**src/rtl/writeback_queue_pkg.sv**
```systemverilog
// Processor-wide register-file defines shared by decode, the register bank
// and the write-back queue.
package writeback_queue_pkg;

  localparam int REGISTER_SIZE = 32;
  localparam int ADDRESS_SIZE  = 5;

  // r0 is hard-wired to zero: writes to it are dropped, reads never forward.
  localparam logic [ADDRESS_SIZE-1:0] ZERO_REG = '0;

  // True when a destination address names the hard-wired zero register.
  function automatic logic is_zero_reg(input logic [ADDRESS_SIZE-1:0] addr);
    return addr == ZERO_REG;
  endfunction

endpackage

```
**src/rtl/wbq_forward_select.sv**
```systemverilog
// DEPTH-way destination compare over the occupied window head..head+count-1,
// returning the youngest matching entry (closest to the tail).
module wbq_forward_select
  import writeback_queue_pkg::*;
#(
  parameter int RS    = REGISTER_SIZE,
  parameter int AS    = ADDRESS_SIZE,
  parameter int DEPTH = 4,
  localparam int PW   = $clog2(DEPTH),
  localparam int CW   = $clog2(DEPTH + 1)
) (
  input  logic [DEPTH*AS-1:0] entry_addr,
  input  logic [DEPTH*RS-1:0] entry_data,
  input  logic [PW-1:0]       head,
  input  logic [CW-1:0]       count,
  input  logic [AS-1:0]       lookup_addr,
  output logic                hit,
  output logic [RS-1:0]       data
);

  logic [PW-1:0] idx;

  // Walk oldest to youngest so later (younger) matches overwrite earlier ones.
  always_comb begin
    hit  = 1'b0;
    data = '0;
    idx  = '0;
    for (int k = 0; k < DEPTH; k++) begin
      idx = head + PW'(k);
      if ((CW'(k) < count) && (lookup_addr != AS'(ZERO_REG)) &&
          (entry_addr[idx*AS +: AS] == lookup_addr)) begin
        hit  = 1'b1;
        data = entry_data[idx*RS +: RS];
      end
    end
  end

endmodule

```
**src/rtl/writeback_queue.sv**
```systemverilog
// Write-back queue in front of the register bank: accepts up to two results
// per cycle (memory first, then ALU), drains one per cycle into the bank's
// write port and forwards still-queued results to two decode read probes.
module writeback_queue
  import writeback_queue_pkg::*;
#(
  parameter int REGISTER_SIZE = writeback_queue_pkg::REGISTER_SIZE,
  parameter int ADDRESS_SIZE  = writeback_queue_pkg::ADDRESS_SIZE,
  parameter int DEPTH         = 4
) (
  input  logic                         clk,
  input  logic                         reset,
  input  logic                         mem_valid,
  output logic                         mem_ready,
  input  logic [REGISTER_SIZE-1:0]     mem_data,
  input  logic [ADDRESS_SIZE-1:0]      mem_addr,
  input  logic                         alu_valid,
  output logic                         alu_ready,
  input  logic [REGISTER_SIZE-1:0]     alu_data,
  input  logic [ADDRESS_SIZE-1:0]      alu_addr,
  output logic                         rf_write,
  output logic [REGISTER_SIZE-1:0]     rf_data_in,
  output logic [ADDRESS_SIZE-1:0]      rf_addr_in,
  input  logic [ADDRESS_SIZE-1:0]      lookup_addr1,
  input  logic [ADDRESS_SIZE-1:0]      lookup_addr2,
  output logic                         fwd_hit1,
  output logic                         fwd_hit2,
  output logic [REGISTER_SIZE-1:0]     fwd_data1,
  output logic [REGISTER_SIZE-1:0]     fwd_data2,
  output logic [$clog2(DEPTH+1)-1:0]   count
);

  localparam int RS = REGISTER_SIZE;
  localparam int AS = ADDRESS_SIZE;
  localparam int PW = $clog2(DEPTH);
  localparam int CW = $clog2(DEPTH + 1);

  // Handshake: a result transfers on a rising edge where valid && ready are
  // both high. ready is computed from registered occupancy only (plus
  // mem_valid for the ALU port, since the older memory result claims space
  // first); no ready depends on its own valid, and the same-cycle pop is
  // never credited. A transfer to r0 completes but stores nothing.

  logic [DEPTH*AS-1:0] addr_q;
  logic [DEPTH*RS-1:0] data_q;
  logic [PW-1:0]       head;
  logic [PW-1:0]       tail;
  logic [PW-1:0]       alu_slot;
  logic [CW-1:0]       free;
  logic                mem_take;
  logic                mem_push;
  logic                alu_push;
  logic                pop;

  // Space accounting and push/pop decisions from registered state.
  always_comb begin
    free      = CW'(DEPTH) - count;
    mem_ready = (free >= CW'(1));
    mem_take  = mem_valid && mem_ready;
    alu_ready = (free >= (CW'(1) + CW'(mem_take)));
    mem_push  = mem_take && !is_zero_reg(mem_addr);
    alu_push  = alu_valid && alu_ready && !is_zero_reg(alu_addr);
    pop       = (count != '0);
    alu_slot  = tail + PW'(mem_push);
  end

  // Bank-side view of the head entry, masked to zero when empty.
  always_comb begin
    rf_write   = (count != '0);
    rf_addr_in = rf_write ? addr_q[head*AS +: AS] : '0;
    rf_data_in = rf_write ? data_q[head*RS +: RS] : '0;
  end

  // Pointer and occupancy state; reset clears it without touching storage.
  always_ff @(posedge clk or posedge reset) begin
    if (reset) begin
      head  <= '0;
      tail  <= '0;
      count <= '0;
    end else begin
      if (pop) head <= head + PW'(1);
      tail  <= tail + PW'(mem_push) + PW'(alu_push);
      count <= count + CW'(mem_push) + CW'(alu_push) - CW'(pop);
    end
  end

  // Entry storage: memory result lands at the tail, ALU result just behind it.
  always_ff @(posedge clk) begin
    if (mem_push) begin
      addr_q[tail*AS +: AS] <= mem_addr;
      data_q[tail*RS +: RS] <= mem_data;
    end
    if (alu_push) begin
      addr_q[alu_slot*AS +: AS] <= alu_addr;
      data_q[alu_slot*RS +: RS] <= alu_data;
    end
  end

  wbq_forward_select #(.RS(RS), .AS(AS), .DEPTH(DEPTH)) u_fwd1 (
    .entry_addr  (addr_q),
    .entry_data  (data_q),
    .head        (head),
    .count       (count),
    .lookup_addr (lookup_addr1),
    .hit         (fwd_hit1),
    .data        (fwd_data1)
  );

  wbq_forward_select #(.RS(RS), .AS(AS), .DEPTH(DEPTH)) u_fwd2 (
    .entry_addr  (addr_q),
    .entry_data  (data_q),
    .head        (head),
    .count       (count),
    .lookup_addr (lookup_addr2),
    .hit         (fwd_hit2),
    .data        (fwd_data2)
  );

endmodule
```
**config.mk**
```make
export PLATFORM = sky130hd
export DESIGN_NAME = writeback_queue
export DESIGN_NICKNAME = d
export VERILOG_FILES = /design/src/rtl/writeback_queue_pkg.sv /design/src/rtl/wbq_forward_select.sv /design/src/rtl/writeback_queue.sv
export SDC_FILE = /design/constraint.sdc
export NUM_CORES = 1
export LEC_CHECK = 0
export CAP_MARGIN = 20
export CORE_MARGIN = 4
export CORE_UTILIZATION = 30
export CTS_BUF_LIST = sky130_fd_sc_hd__clkbuf_16
export DETAILED_ROUTE_END_ITERATION = 12
export GPL_TIMING_DRIVEN = 0
export PLACE_DENSITY_LB_ADDON = 0.2
export SETUP_SLACK_MARGIN = 0.15
export SLEW_MARGIN = 20
export SYNTH_ARGS = -nofsm -noshare
export SYNTH_HDL_FRONTEND = slang
export SYNTH_HIERARCHICAL = 1
export SYNTH_SLANG_ARGS = --single-unit
export TNS_END_PERCENT = 1
```
**constraint.sdc**
```tcl
create_clock -name clk -period 5.84 [get_ports clk]
set_input_delay 1.752 -clock clk [delete_from_list [all_inputs] [get_ports clk]]
set_output_delay 1.752 -clock clk [all_outputs]
set_load 0.05 [all_outputs]
```
==> results of run 1 <==
[kinds of logic after synthesis]
| family | count (synthesis) |
|---|---|
| multiplexers | 645 |
| AO/OA/AOI/OAI | 459 |
| AND/OR/NAND/NOR | 343 |
| buffers and inverters | 211 |
| flip-flops | 155 |
| XOR/XNOR | 52 |
| adder cells (fa/ha/maj) | 19 |
[cells in the mapped netlist (10+ instances only)]
| library cell | count |
|---|---|
| and2_1 | 184 |
| inv_1 | 19 |
| nand2_1 | 56 |
| buf_6 | 32 |
| ha_1 | 17 |
| a22oi_1 | 28 |
| nor2_1 | 21 |
| o21ai_0 | 42 |
| a41o_1 | 16 |
| buf_4 | 10 |
| buf_1 | 10 |
| xnor2_1 | 36 |
| buf_2 | 35 |
| a2bb2oi_1 | 16 |
| mux4_2 | 53 |
| mux2i_1 | 400 |
| xor2_1 | 14 |
| dfxtp_1 | 148 |
| or2_2 | 32 |
| o2bb2ai_1 | 168 |
| clkbuf_1 | 103 |
| mux2_2 | 192 |
| a221o_1 | 82 |
| a21oi_1 | 77 |
[cell type report]
cell class	count	area (sq um)	area share, %
multi-input cells	1518	15000	64.3
flip-flops and latches	155	3140	13.5
repair buffers	218	2210	9.49
plain buffers	187	1380	5.91
well taps	773	967	4.16
clock buffers	17	425	1.83
clock inverters	14	100	0.430
inverters	21	78.8	0.339
[where the power goes]
group | internal [mW] | switching [mW]
combinational | 4.90 | 7.38
sequential | 1.51 | 0.904
clock | 0.538 | 0.532
[path summary, 6_finish.rpt]
| check | cells after the start | slack (ps) | endpoint | from |
|---|---|---|---|---|
| worst max-delay path | 11 | 100 | fwd_data2[27] | lookup_addr2[0] |
| worst max register to register | 15 | 870 | data_q[22] | count[0] |
| worst min register to register | 2 | 620 | data_q[32] | data_q[32] |
| worst min-delay path | 2 | 620 | data_q[32] | data_q[32] |
| max in group asynchronous | 2 | 3910 | head[0] | reset |
| min in group asynchronous | 2 | 1580 | tail[1] | reset |
[state kept, by name, indices dropped and copies added (netlist names)]
signal and cells:
addr_q 20, count 3, head 2, tail 2
data_q 128
[worst max-delay path, cell delays in order]
cell and delay, ps:
clkbuf_4 160, xnor2_1 180, or3_4 420, a21oi_4 160
buf_12 150, buf_16 170, buf_12 180, mux2i_4 240
a2bb2oi_2 100, o2bb2ai_4 270, buf_6 190
[routing by layer]
layer  global-route usage (%)  wire length, microns  vias up
met1                     34.7                 37400     9020
met4                     14.5                  5070        0
met5                        0                     0        -
met2                     42.3                 40200     1018
met3                     4.80                  6960      300
li1                         -                     -     7741
[through the flow]
stage	util (%)	std cells	hold slack [ps]	setup TNS, ps
after floorplan	-	1884	550	-3360
after global placement	35.6	2843	591	-190090
after detailed placement	35.8	2849	600	-122370
after CTS	38.0	2885	611	-73.4
after global routing	39.3	2903	643	0
final	39.3	2903	615	0
[placed cells by master (no fill, tap or decap), drive strengths merged, types with 4 or more instances in the layout]
cell type,count
a211oi,6
a21oi,80
a221o,82
a22oi,28
a2bb2oi,16
a41o,16
and2,184
buf,189
clkbuf,108
clkdlybuf4s50,119
clkinv,4
clkinvlp,6
dfrtp,7
dfxtp,148
ha,17
inv,25
mux2,192
mux2i,400
mux4,53
nand2,56
nand3,5
nor2,22
nor3,8
nor4,7
o2111ai,6
o21ai,42
o2bb2ai,168
or2,32
or3,6
xnor2,38
xor2,14
[what timing repair did]
| item | CTS | global route |
|---|---|---|
| gates resized for setup | 589 | 172 |
| pin swaps | 20 | 29 |
| cloned | 0 | 2 |
| setup endpoints to repair | 107 | 90 |
| setup buffers | 7 | 17 |
==> flow_summary.json, run 1 <==
{
  "io_pins": 197,
  "clk_pin_slew_worst_paths_ps": 70,
  "overflow": 0,
  "worst-slew-pin-transition_ps": 1290,
  "die_x_microns": 253,
  "core-area_sq_um": 59200,
  "synth_compound_area_share_pct": 20.2,
  "critPathCaptureType": "output port",
  "start_kind": "input pin",
  "drv_cap": 0,
  "yosys_warnings": 6,
  "nNetsFinal": 2225,
  "synth.avg_cell_area_sq_um": 9.57,
  "synthDominantAreaCellType": "mux2i_1",
  "skew_ps": 5.41,
  "synth-simple-area-share_pct": 11.2,
  "crit_arrival_ps": 3990,
  "synth.area.mux_share_pct": 40.8,
  "vias": 18100,
  "synthArstFlopShare_pct": 4.52,
  "synth_adder_area_share_pct": 1.40,
  "syn-num-nets": 1991,
  "crit_fanout": 11,
  "hp-class": "reg2reg",
  "status": "finished clean",
  "grt_pass1_vias": 18000,
  "synth_edf_count": 0,
  "p_per_area_nw_per_um2": 677,
  "ys_types": 59,
  "gp_congestion": 0.975,
  "initial_utilization_pct": 30.4,
  "netlist_area_sq_um": 18000,
  "die_h_microns": 253,
  "drt-initial-drc-count": 1704,
  "synth_area_leaders": "mux2i_1 22%, dfxtp_1 16%, mux2_2 12%, o2bb2ai_1 8.2%, mux4_2 6.6%",
  "cts_buffers": 17,
  "setup_viol": 0,
  "relSlewSlack_pct": 14.1,
  "slew_violations": 0,
  "postSynthCellCount": 1884,
  "numPortBuffers": 186,
  "max_freq_ghz": 0.174,
  "crit_type": "in2out",
  "synth_top_area_share_pct": 22.2,
  "cts-root-buf": "clkbuf_16",
  "post-route-period-util_pct": 98.4,
  "ir_drop_mv": 0.274,
  "grt_pass1_wl_microns": 126000,
  "via_per_inst": 6.23,
  "area_growth_syn_to_layout_pct": 29.0,
  "clk_path_buf_depth": 2,
  "seq_area_frac_synth_pct": 17.4,
  "cts_tree": "done",
  "htreeDepth": 4,
  "final.setup.worst_slack_ps": 96.0,
  "synth-xor-area-share_pct": 2.73,
  "synthFlopType": "dfxtp_1",
  "dp.final_hpwl_microns": 65100,
  "clk-insertion-delay-late_ps": 500,
  "firstDrtPassIters": 9,
  "grt_use_total_pct": 26.7,
  "holdBufCountCts": 0,
  "antenna_left": 0,
  "total_power_mw": 15.8,
  "clock_sinks": 155,
  "dpl-instance-area_sq_um": 21200,
  "fillers": 5876,
  "required_ps": 4090,
  "synth_top_family_by_area": "multiplexers",
  "antenna_cells": 0,
  "dieArea_sq_um": 64100,
  "ys_seq_elements": 155,
  "hold_viol_final": 0,
  "drc": 0,
  "place_ws_ps": -1660,
  "antenna_found_initial": 0,
  "rsz0062_at_grt": "yes",
  "final_layout_size_suffix_gt1_share_pct": 31.7,
  "row_count": 89,
  "min_period_ps": 5740,
  "power_leakage_nw": 8.35,
  "wl_per_cell_microns": 30.9,
  "final_area_sq_um": 23300,
  "grt_max_degree": 17,
  "finalWirelength_microns": 89600
}
No activity file was read; power rests on OpenSTA's default activity.
==> run 2, diff against run 1 <==
--- a/config.mk
+++ b/config.mk
@@ -7,7 +7,7 @@
 export LEC_CHECK = 0
 export CAP_MARGIN = 20
 export CORE_MARGIN = 4
-export CORE_UTILIZATION = 30
+export CORE_UTILIZATION = 53
 export CTS_BUF_LIST = sky130_fd_sc_hd__clkbuf_16
 export DETAILED_ROUTE_END_ITERATION = 12
 export GPL_TIMING_DRIVEN = 0
==> constraint.sdc (replaced) <==
create_clock -name clk -period 4.8 [get_ports clk]
set_input_delay 1.44 -clock clk [delete_from_list [all_inputs] [get_ports clk]]
set_output_delay 1.44 -clock clk [all_outputs]
set_load 0.05 [all_outputs]
==> run 2 against run 1 <==
Against the previous run:
- the flow now finishes with violations (setup timing)
- utilization increased by 35 points
- setup slack worse by 430 ps
- critical endpoint is now fwd_data1[25]
- largest power group unchanged
- register-to-register slack worse by 460 ps
==> flow_summary.json, run 2 (synthesis gave the netlist of run 1 again) <==
{
  "status": "finished with violations",
  "violations": "setup timing",
  "hp-class": "reg2reg",
  "antenna_found_initial": 4,
  "hold_slack_ps": 603,
  "die_h_microns": 192,
  "nNetsFinal": 2273,
  "power_leakage_nw": 9.29,
  "top_register": "data_q",
  "htreeDepth": 4,
  "hold_viol_final": 0,
  "p_per_area_nw_per_um2": 829,
  "worst-slew-pin-transition_ps": 1260,
  "layoutNonFillerInstCount": 2629,
  "holdBufCountCts": 0,
  "min_period_ps": 5130,
  "required_ps": 3360,
  "antenna_left": 0,
  "numPortBuffers": 186,
  "relSlewSlack_pct": 16.3,
  "dieArea_sq_um": 37000,
  "cp_slowest_cell": "buf_1",
  "overflow": 0,
  "drt-initial-drc-count": 2468,
  "rsz0062_at_grt": "yes",
  "via_per_inst": 7.29,
  "slew_violations": 0,
  "clk_path_buf_depth": 2,
  "mostFrequentLayoutCell": "mux2i_1",
  "clk_pin_slew_worst_paths_ps": 60,
  "dp_cells": 2523,
  "final_util_pct": 74.1,
  "core-area_sq_um": 33500,
  "crit_chain": "buf_12 > buf_12 > buf_4 > clkbuf_1 > buf_1 > a22oi_2 > o2bb2ai_4 > buf_6",
  "rrSetupSlack_ps": 410,
  "post-route-period-util_pct": 107,
  "io_pins": 197,
  "fillers": 2358,
  "crit_type": "reg2out",
  "final_layout_size_suffix_gt1_share_pct": 37.2,
  "gp_congestion": 0.996,
  "finalWirelength_microns": 82300,
  "critPathCaptureType": "output port",
  "place_ws_ps": -1550,
  "top_regs": "data_q (128), addr_q (20), count (3)",
  "drv_cap": 0,
  "clk-insertion-delay-late_ps": 460,
  "dp.final_hpwl_microns": 56800,
  "vias": 19200,
  "final_cell_mix": "388 x mux2i_1, 187 x mux2_2, 184 x and2_1",
  "wl_per_cell_microns": 31.3,
  "skew_ps": 8.61,
  "final.setup.worst_slack_ps": -330,
  "crit_top_cell": "buf_12",
  "final_area_sq_um": 24900,
  "largest_reg_flops": 128,
  "grt_pass1_vias": 18900,
  "row_count": 67,
  "drc": 0,
  "cts_tree": "done",
  "grt_use_total_pct": 42.2,
  "area_growth_syn_to_layout_pct": 37.8,
  "cpPeakStageDelay_ps": 990,
  "grt_pass1_wl_microns": 117000,
  "die_x_microns": 192,
  "cts-root-buf": "clkbuf_16",
  "ir_drop_mv": 0.508,
  "start_kind": "register",
  "grt_max_degree": 17,
  "crit_arrival_ps": 3690,
  "clock_sinks": 155,
  "crit_fanout": 10,
  "firstDrtPassIters": 7,
  "max_freq_ghz": 0.195,
  "initial_utilization_pct": 53.8,
  "setup_viol": 65,
  "cts_buffers": 17,
  "dpl-instance-area_sq_um": 21800
}
-- run 2: changes by cell type in the layout (fill, tap and decap cells not counted), sizes merged --
cell           change
buf               +40
bufinv             +4
clkbuf            +20
clkdlybuf4s15      +1
clkdlybuf4s50     -23
clkinv             -2
clkinvlp           -4
diode              +4
dlygate4sd2        +5
dlymetal6s2s       +6
-- run 2: path summary, 6_finish.rpt --
| check | depth (start not counted) | end | from |
|---|---|---|---|
| worst max-delay path | 8 | fwd_data1[25] | head[0] |
| worst min-delay path | 2 | data_q[29] | data_q[29] |
| worst max register to register | 17 | data_q[51] | count[0] |
| worst min register to register | 2 | data_q[29] | data_q[29] |
| max in group asynchronous | 2 | head[0] | reset |
| min in group asynchronous | 2 | tail[1] | reset |
-- run 2: area by class of cell --
class | instances | area [sq um] | share of cell area [%]
well taps | 448 | 561 | 2.25
diodes | 4 | 10.0 | 0.0403
plain buffers | 187 | 1670 | 6.73
multi-input cells | 1518 | 15900 | 64.1
inverters | 21 | 88.8 | 0.357
flip-flops and latches | 155 | 3140 | 12.6
repair buffers | 266 | 2850 | 11.5
clock buffers | 18 | 450 | 1.81
clock inverters | 12 | 158 | 0.634
-- run 2: repair_timing --
item,CTS,global route
gates resized for setup,793,130
gates cloned,7,9
endpoints found under the setup margin,238,193
buffers inserted,29,30
endpoints found under the hold margin,0,0
pin swaps,56,40
-- run 2: through the flow --
step                      total power, mW  setup TNS (ps)
final                                20.6          -14270
after global routing                 21.2          -16430
after floorplan                      12.8            -764
after detailed placement             17.0         -222320
after CTS                            19.4           -6380
after global placement               16.6         -284010
-- run 2: power breakdown --
group,internal (mW),switching (mW)
Clock,0.882,0.564
Sequential,1.84,1.11
Combinational,6.80,9.42
Total,9.52,11.1
-- run 2: worst max-delay path: cells and delay by family, from the launching register on --
family,cells,cell delay [ps]
compound gates,2,450
buf+inv,6,2250
flops,1,510
-- run 2: layer usage --
metal  global-route usage [%]  vias to the layer above  wire, microns
li1                         -                     7858              -
met1                     53.0                     9326          31100
met2                     63.1                     1543          35100
met3                     12.7                      451          10100
met4                     26.7                        0           5950
met5                        0                        -              0
